`src/rtl/mem_arb_pkg.sv`:
```
// Shared types and constants for the two-requester memory port arbiter.
// Pure declarations: no latency, no backpressure.
package mem_arb_pkg;

  typedef enum logic [1:0] {
    IDLE  = 2'd0,
    ISSUE = 2'd1,
    WAIT  = 2'd2,
    RESP  = 2'd3
  } arb_state_t;

  localparam logic GRANT_I = 1'b0;
  localparam logic GRANT_D = 1'b1;

  // byte address -> 32-bit word address
  localparam int WORD_SHIFT = 2;

endpackage

```
`src/rtl/mem_port_arbiter_rr_arb2.sv`:
```
// Two-input round-robin grant: combinational winner, registered last-grant pointer.
// Grant valid in the same cycle as the requests; pointer advances only on update.
module rr_arb2
  import mem_arb_pkg::*;
(
  input  logic clk,
  input  logic reset,
  input  logic i_req,
  input  logic d_req,
  input  logic update,
  output logic grant,
  output logic any_req
);

  logic last_grant;

  always_comb begin
    grant = GRANT_I;
    if (i_req && d_req) begin
      grant = ~last_grant;
    end else if (d_req) begin
      grant = GRANT_D;
    end
  end

  assign any_req = i_req | d_req;

  // reset to D so the first contention goes to the instruction side
  always_ff @(posedge clk) begin
    if (!reset) begin
      last_grant <= GRANT_D;
    end else if (update) begin
      last_grant <= grant;
    end
  end

endmodule

```
`src/rtl/mem_port_arbiter.sv`:
```
// Serialises I-side and D-side refills onto one memory port; 3 + N cycles request-to-ready.
// One transaction in flight; requesters hold req/operands until their ready pulse.
module mem_port_arbiter
  import mem_arb_pkg::*;
#(
  parameter int ADDR_W  = 32,
  parameter int DATA_W  = 32,
  parameter int TIMEOUT = 64
) (
  input  logic                clk,
  input  logic                reset,
  input  logic                i_req,
  input  logic [ADDR_W-1:0]   i_addr,
  output logic [DATA_W-1:0]   i_rdata,
  output logic                i_ready,
  input  logic                d_req,
  input  logic                d_wen,
  input  logic [ADDR_W-1:0]   d_addr,
  input  logic [DATA_W-1:0]   d_wdata,
  input  logic [DATA_W/8-1:0] d_bsel,
  output logic [DATA_W-1:0]   d_rdata,
  output logic                d_ready,
  output logic                mem_ren,
  output logic                mem_wen,
  output logic [ADDR_W-1:0]   mem_addr,
  output logic [DATA_W-1:0]   mem_wdata,
  output logic [DATA_W/8-1:0] mem_bsel,
  input  logic [DATA_W-1:0]   mem_rdata,
  input  logic                mem_valid,
  output logic                busy,
  output logic                err
);

  localparam int WD_W = $clog2(TIMEOUT);
  localparam logic [WD_W-1:0] WD_MAX = WD_W'(TIMEOUT - 1);

  arb_state_t        state, state_nxt;
  logic              grant, any_req, arb_update;
  logic              grant_q;
  logic [WD_W-1:0]   wdog;
  logic [DATA_W-1:0] resp_q;
  logic              mem_done, wd_expire;

  rr_arb2 u_rr_arb2 (
    .clk     (clk),
    .reset   (reset),
    .i_req   (i_req),
    .d_req   (d_req),
    .update  (arb_update),
    .grant   (grant),
    .any_req (any_req)
  );

  assign arb_update = (state == IDLE) && any_req;
  assign mem_done   = (state == WAIT) && mem_valid;
  // a completion in the same cycle as expiry takes priority over the abort
  assign wd_expire  = (state == WAIT) && !mem_valid && (wdog == WD_MAX);

  always_comb begin
    state_nxt = state;
    case (state)
      IDLE:    if (any_req) state_nxt = ISSUE;
      ISSUE:   state_nxt = WAIT;
      WAIT:    if (mem_done || wd_expire) state_nxt = RESP;
      RESP:    state_nxt = IDLE;
      default: state_nxt = IDLE;
    endcase
  end

  always_ff @(posedge clk) begin
    if (!reset) begin
      state <= IDLE;
    end else begin
      state <= state_nxt;
    end
  end

  always_ff @(posedge clk) begin
    if (!reset) begin
      grant_q   <= GRANT_D;
      mem_ren   <= 1'b0;
      mem_wen   <= 1'b0;
      mem_addr  <= '0;
      mem_wdata <= '0;
      mem_bsel  <= '0;
      wdog      <= '0;
      resp_q    <= '0;
      i_ready   <= 1'b0;
      d_ready   <= 1'b0;
      err       <= 1'b0;
    end else begin
      mem_ren <= 1'b0;
      mem_wen <= 1'b0;
      i_ready <= 1'b0;
      d_ready <= 1'b0;
      err     <= 1'b0;

      // operands captured once at grant and held until the next grant
      if (arb_update) begin
        grant_q <= grant;
        if (grant == GRANT_D) begin
          mem_addr  <= d_addr >> WORD_SHIFT;
          mem_wdata <= d_wdata;
          mem_bsel  <= d_bsel;
        end else begin
          mem_addr  <= i_addr >> WORD_SHIFT;
          mem_wdata <= '0;
          mem_bsel  <= '1;
        end
        mem_ren <= (grant == GRANT_I) || !d_wen;
        mem_wen <= (grant == GRANT_D) && d_wen;
      end

      if (state == ISSUE) begin
        wdog <= '0;
      end else if ((state == WAIT) && (wdog != WD_MAX)) begin
        wdog <= wdog + WD_W'(1);
      end

      if (mem_done || wd_expire) begin
        resp_q  <= mem_done ? mem_rdata : '0;
        i_ready <= (grant_q == GRANT_I);
        d_ready <= (grant_q == GRANT_D);
        err     <= wd_expire;
      end
    end
  end

  assign i_rdata = resp_q;
  assign d_rdata = resp_q;
  assign busy    = (state != IDLE);

endmodule
```
`config.mk`:
```
export PLATFORM = sky130hd
export DESIGN_NAME = mem_port_arbiter
export DESIGN_NICKNAME = d
export VERILOG_FILES = /design/src/rtl/mem_arb_pkg.sv /design/src/rtl/mem_port_arbiter_rr_arb2.sv /design/src/rtl/mem_port_arbiter.sv
export SDC_FILE = /design/constraint.sdc
export NUM_CORES = 1
export LEC_CHECK = 0
export CORE_UTILIZATION = 42
export DETAILED_ROUTE_END_ITERATION = 10
export PLACE_DENSITY = 0.87
export SLEW_MARGIN = 10
export SYNTH_ARGS = -nofsm -noshare
export SYNTH_HDL_FRONTEND = slang
export SYNTH_HIERARCHICAL = 1
export SYNTH_SLANG_ARGS = --single-unit
```
`constraint.sdc`:
```
create_clock -name clk -period 2.8 [get_ports clk]
set_input_delay 0.42 -clock clk [delete_from_list [all_inputs] [get_ports clk]]
set_output_delay 0.42 -clock clk [all_outputs]
set_load 0.005 [all_outputs]
```
==> results by group, run 1 <==
Status
  • Outcome: finished clean

Critical path
  • Crit Path Max Fanout: 3
  • Worst r2r src: state[0]
  • Buffer and inverter count on the worst path: 3
  • Crit path required time: 2.38 ns
  • Setup crit start kind: flip-flop
  • Critical path's slowest cell: clkdlybuf4s50_1
  • Worst setup EP type: output pin
  • Cells along the critical path: inv_1 -> ha_1 -> inv_1 -> clkdlybuf4s50_1
  • Crit path kind: flip-flop to output pin
  • Top cell by count, worst path: inv_1
  • R2R depth: 6
  • Reg2reg setup slack: 0.85 ns
  • Setup crit start: state[0]
  • Crit-path leading delay family: buffers and inverters
  • Worst path arrival time: 1.73 ns
  • RR Endpoint: d_ready
  • CP peak stage delay: 0.53 ns

Routing
  • Vias per inst: 5.20
  • DRC viols: 0
  • Iter 0 DRT Violations: 375
  • Top layer in use: met4
  • Wirelength per Cell: 16.2 um
  • Metal-1 WL: 5590 um
  • Metal2 WL: 7770 um
  • Post-DRT Antenna Nets: 0
  • Via Count: 4740
  • Final WL: 14700 um
  • WL met3: 1080 um
  • First-pass DRT Iterations: 4

Clocking
  • Clock tree buffer depth: 2
  • Clock root buffer: clkbuf_16
  • CTS buffer count: 17
  • Number of gates resized after CTS: 0
  • TritonCTS clock tree: built
  • Clk sinks: 113
  • Post-CTS Setup Inserts: 0
  • Hold_buf cts: 0
  • H-tree depth: 4
  • Clock slew at reported path FFs: 0.05 ns
  • Clock Latency Late Sink: 0.41 ns

GRT
  • Tot GR Track Use: 24.0%
  • Remaining Overflow, GRT: 0
  • Largest net degree at the start of global routing: 78
  • First-pass GRT wire length: 23500 um
  • Initial antenna violation count: 0
  • Vias in the first global route: 4808

STA
  • Endpoints failing hold: 0
  • Setup TNS: 0 ns
  • Period utilisation layout: 76.9%
  • Fmax: 464 MHz
  • Clk_skew: 0.00494 ns
  • Tmin final: 2.15 ns
  • Pins Over Slew Limit: 0
  • Tightest Pin Transition: 0.734 ns
  • Setup violators final: 0
  • Slew headroom: 50.9%
  • RSZ-0062 raised after global routing: false

Yosys
  • Synth Cell Area: 4950 sq um
  • Distinct cells, synth: 40
  • FF+latch count, synth: 113
  • EDFF count, synth: 0
  • Mapped Cells: 543
  • Seq/Total Area, Yosys: 45.7%
  • Ys async rst share: 0%
  • YS warnings: 6
  • Avg Inst Size Synth: 9.11 sq um
  • Main synth FF type: dfxtp_1

Placed design
  • Area after DPL: 7410 sq um
  • Dpl hpwl: 10000 um
  • RD Place Congestion: 0.810
  • Port bufs: 269

Floorplan
  • CORE AREA: 11500 sq um
  • Initial Utilization: 43.2%
  • Die Wd: 111 um
  • Row count: 39
  • Total die area: 12200 sq um
  • Die Span Y: 111 um
  • Ports: 276

Layout
  • Inserted Diodes: 0
  • Synth-to-layout area growth: 62.0%
  • Layout net count: 899
  • Layout cells sized above 1: 6.12%
  • Finished layout cell area: 8020 sq um

Worst hold path
  • Worst min-delay path class: flip-flop to flip-flop
  • Hold endpoint: i_ready
  • Hold path startpoint: grant_q
  • Hold-critical path depth: 1

Pwr
  • VDD IR max: 548 uV
  • Pleak: 0.00325 uW
  • Power density cells: 759 nW/um^2

Run
  • Max cap viols: 0
==> placed cells by master, fill, tap and decap left out, types with 5 or more instances in the layout <==
master and n:
clkdlybuf4s50_1 268, a21boi_1 32, mux2i_1 32, buf_4 5
o21ai_1 31, nand3_1 96, inv_1 6, nand2_1 70
clkbuf_8 8, dfxtp_1 113, nor2_1 6, clkbuf_16 17
o211a_1 35
==> final cells by class <==
type / instances / area, sq um
multi-input combinational: 342 / 2160
sequential: 113 / 2260
tap: 143 / 179
clock buffer: 26 / 539
inverter: 7 / 26.3
timing repair buffer: 276 / 2780
clock inverter: 4 / 70.1
fill: 855 / 3450
==> stage by stage <==
stage	cells	hold WS (ns)	util (%)	worst slack [ns]	power, uW
2_1_floorplan	544	0.393	-	1.28	3010
3_3_place_gp	881	0.401	64.6	0.739	3850
3_5_place_dp	881	0.415	64.6	0.702	3920
4_1_cts	911	0.424	69.9	0.605	6140
5_1_grt	911	0.458	69.9	0.561	6380
6_report	911	0.426	69.9	0.645	6090
==> layer usage <==
layer	GRT usage, %	vias to the layer above
met5	0	-
met4	11.6	0
met3	8.73	23
met2	43.0	206
met1	24.6	2224
li1	-	2287
==> synthesized netlist by cell type, drive strengths merged, types with 2 or more instances <==
| library cell | count | area, sq um |
|---|---|---|
| nor2 | 7 | 33.8 |
| a21oi | 3 | 15.0 |
| inv | 7 | 26.3 |
| and3 | 2 | 12.5 |
| clkbuf | 13 | 48.8 |
| nand3b | 4 | 30.0 |
| a21boi | 33 | 248 |
| mux2i | 32 | 320 |
| buf | 69 | 465 |
| ha | 4 | 50.1 |
| a311oi | 2 | 17.5 |
| nand2 | 72 | 275 |
| o21ai | 33 | 165 |
| dfxtp | 113 | 2260 |
| nand3 | 97 | 490 |
| o211a | 35 | 350 |
| o211ai | 2 | 15.0 |
==> worst max-delay path by stage <==
stage,to,cells after the start
final,busy,4
after global routing,busy,4
after CTS,busy,4
after detailed placement,mem_addr[20],6
after global placement,mem_addr[18],6
after floorplan,u_rr_arb2/last_grant,6
==> registers in the layout, summed over array words and instances, names as in the netlist, 2 cells and up <==
name       count
state          2
mem_addr      30
d_rdata       32
wdog           6
mem_wdata     32
mem_bsel       4
==> logic make-up (layout without fill, tap and decap cells) <==
group                      Yosys count  count (layout)  synth area share, %
other                                1               2               0.0758
and+or+nand+nor                    190             190                 18.2
buffers and inverters               89             313                 10.9
AOI/OAI and AO/OA                  112             112                 17.2
adders and majority gates            4               4                 1.01
muxes                               32              32                 6.47
DFF                                113             113                 45.7
xor gates and xnor gates             2               2                0.354
==> power by group <==
group	switching, uW	internal [uW]
combinational	844	1010
clock	690	1480
sequential	167	1890
total	1700	4390
(Power assumes the default switching activity.)
==> inputs of run 2 (changes only) <==
--- a/config.mk
+++ b/config.mk
@@ -5,9 +5,9 @@
 export SDC_FILE = /design/constraint.sdc
 export NUM_CORES = 1
 export LEC_CHECK = 0
-export CORE_UTILIZATION = 42
+export CORE_UTILIZATION = 35
 export DETAILED_ROUTE_END_ITERATION = 10
-export PLACE_DENSITY = 0.87
+export PLACE_DENSITY = 0.77
 export SLEW_MARGIN = 10
 export SYNTH_ARGS = -nofsm -noshare
 export SYNTH_HDL_FRONTEND = slang
==> constraint.sdc (replaced) <==
create_clock -name clk -period 1.9 [get_ports clk]
set_input_delay 0.285 -clock clk [delete_from_list [all_inputs] [get_ports clk]]
set_output_delay 0.285 -clock clk [all_outputs]
set_load 0.005 [all_outputs]
==> run 2 against run 1 <==
Wire length down 4.3%. Cell count up 4.9%. Flip-flop and latch count unchanged. Sequential power up 47%. Via count down 0.19%. Combinational power up 52%. Highest routed layer unchanged.
==> results by group, run 2 (synthesis gave the netlist of run 1 again) <==
STA
  • Setup violators final: 0 (unchanged)
  • RSZ-0062 raised after global routing: false
  • Period utilisation layout: 91.1%
  • Setup TNS: 0 ns (unchanged)
  • Fmax: 578 MHz
  • Clk_skew: 0.00544 ns (+0.000493 ns)
  • Hold Slack: 0.291 ns (-0.135 ns)
  • Pins Over Slew Limit: 0 (unchanged)
  • Tmin final: 1.73 ns
  • Endpoints failing hold: 0 (unchanged)

Routing
  • First-pass DRT Iterations: 4 (unchanged)
  • Wirelength per Cell: 14.8 um (-8.8%)
  • Post-DRT Antenna Nets: 0 (unchanged)
  • DRC viols: 0 (unchanged)
  • Final WL: 14100 um (-4.3%)
  • Iter 0 DRT Violations: 167 (-55%)
  • Via Count: 4731 (-0.19%)
  • Vias per inst: 4.95 (-4.9%)

Layout
  • Commonest non-fill, non-tap cell in the layout: clkdlybuf4s50_1
  • Fill count: 1125 (+32%)
  • Synth-to-layout area growth: 66.9%
  • Seq. cell area: 2260 sq um (unchanged)
  • Finished Layout Cells: 956 (+4.9%)
  • Inserted Diodes: 0 (unchanged)
  • Multi-input gate area: 2160 sq um (unchanged)
  • Commonest cells after routing, fill and taps aside: 267 x clkdlybuf4s50_1, 113 x dfxtp_1, 96 x nand3_1, 70 x nand2_1, 35 x o211a_1
  • Layout net count: 905 (+0.67%)
  • Fin util: 59.7% (-10 points)
  • Layout cells sized above 1: 7.09% (+0.97 points)

Critical path
  • R2R depth: 6 (unchanged)
  • Setup crit start kind: flip-flop
  • Worst setup EP type: output pin
  • Worst path arrival time: 1.45 ns (-0.28 ns)
  • Crit Path Max Fanout: 3 (unchanged)
  • Crit path required time: 1.62 ns (-0.76 ns)
  • Crit path kind: flip-flop to output pin

Floorplan
  • Initial Utilization: 35.8% (-7.4 points)
  • Row count: 43 (+10%)
  • CORE AREA: 13800 sq um (+21%)
  • Die Span Y: 121 um (+9.4%)
  • Die Wd: 121 um (+9.4%)
  • Total die area: 14600 sq um (+20%)
  • Ports: 276 (unchanged)

GRT
  • Tot GR Track Use: 18.9% (-5.1 points)
  • First-pass GRT wire length: 21500 um (-8.7%)
  • Vias in the first global route: 4456 (-7.3%)
  • Largest net degree at the start of global routing: 78 (unchanged)
  • Remaining Overflow, GRT: 0 (unchanged)
  • Initial antenna violation count: 0 (unchanged)

Status
  • Outcome: finished clean

Clocking
  • Hold_buf cts: 0 (unchanged)
  • Clock root buffer: clkbuf_16
  • CTS buffer count: 17 (unchanged)
  • Clock slew at reported path FFs: 0.05 ns (about the same)
  • Clk sinks: 113 (unchanged)
  • TritonCTS clock tree: built
  • H-tree depth: 4 (unchanged)
  • Clock Latency Late Sink: 0.40 ns (about the same)
  • Clock tree buffer depth: 2 (unchanged)

Pwr
  • Power density cells: 1150 nW/um^2 (+51%)
  • VDD IR max: 490 uV (-11%)
  • Pleak: 0.00334 uW (+2.7%)

Placed design
  • Port bufs: 269 (unchanged)
  • RD Place Congestion: 0.821 (+1.4%)
  • Dpl hpwl: 10400 um (+4.4%)
  • Placed cell count: 924 (+4.9%)

Run
  • Max cap viols: 0 (unchanged)

Worst hold path
  • Hold-critical path depth: 2 (+1)
  • Worst min-delay path class: primary input to flip-flop
run 2: area by class of cell:
type,instances,area share (%)
inverter,7,0.318
clock inverter,10,2.45
timing repair buffer,282,35.1
clock buffer,22,5.86
multi-input combinational,342,26.2
sequential,113,27.4
tap,180,2.73
run 2: where the power goes:
| part | leakage [uW] | switching [uW] | internal [uW] |
|---|---|---|---|
| Clock | 0.000336 | 1060 | 2590 |
| Sequential | 0.000924 | 240 | 2790 |
| Combinational | 0.00208 | 1230 | 1580 |
| Total | 0.00334 | 2530 | 6960 |
run 2: what timing repair did:
item	CTS	global route
setup buffers	0	0
endpoints found under the setup margin	1	0
resized for setup	1	0
run 2: per-layer routing:
| metal | track usage [%] | up-vias | share of wire [%] |
|---|---|---|---|
| li1 | - | 2294 | - |
| met2 | 33.8 | 223 | 49 |
| met5 | 0 | - | 0 |
| met4 | 8.18 | 0 | 2.1 |
| met3 | 7.24 | 24 | 9.0 |
| met1 | 19.6 | 2190 | 39 |
run 2: stage by stage:
stage | setup WS [ns] | power [uW] | cell area, sq um
final | 0.169 | 9490 | 8260
after global routing | 0.111 | 9970 | 8260
after CTS | 0.160 | 9610 | 8260
after detailed placement | 0.0129 | 5910 | 7570
after global placement | 0.0376 | 5830 | 7570
after floorplan | 0.498 | 4440 | 4950
run 2: worst max-delay path, cell delays in order, from the launching register on:
cell	delay [ns]
dfxtp_1	0.37
inv_1	0.08
ha_1	0.24
inv_1	0.09
dlygate4sd2_1	0.27
run 2: path summary, 6_finish.rpt:
path,end,slack (ns),start
max,busy,0.17,state[0]
max reg2reg,d_rdata[19],0.27,state[0]
min,state[0],0.29,reset
min reg2reg,i_ready,0.42,grant_q
==> inputs of run 3 (changes only) <==
--- a/config.mk
+++ b/config.mk
@@ -8,6 +8,7 @@
 export CORE_UTILIZATION = 35
 export DETAILED_ROUTE_END_ITERATION = 10
 export PLACE_DENSITY = 0.77
+export SETUP_SLACK_MARGIN = 0.1
 export SLEW_MARGIN = 10
 export SYNTH_ARGS = -nofsm -noshare
 export SYNTH_HDL_FRONTEND = slang
==> results of run 3 <==
No change in the layout: final DEF, timing and power equal those of run 2.
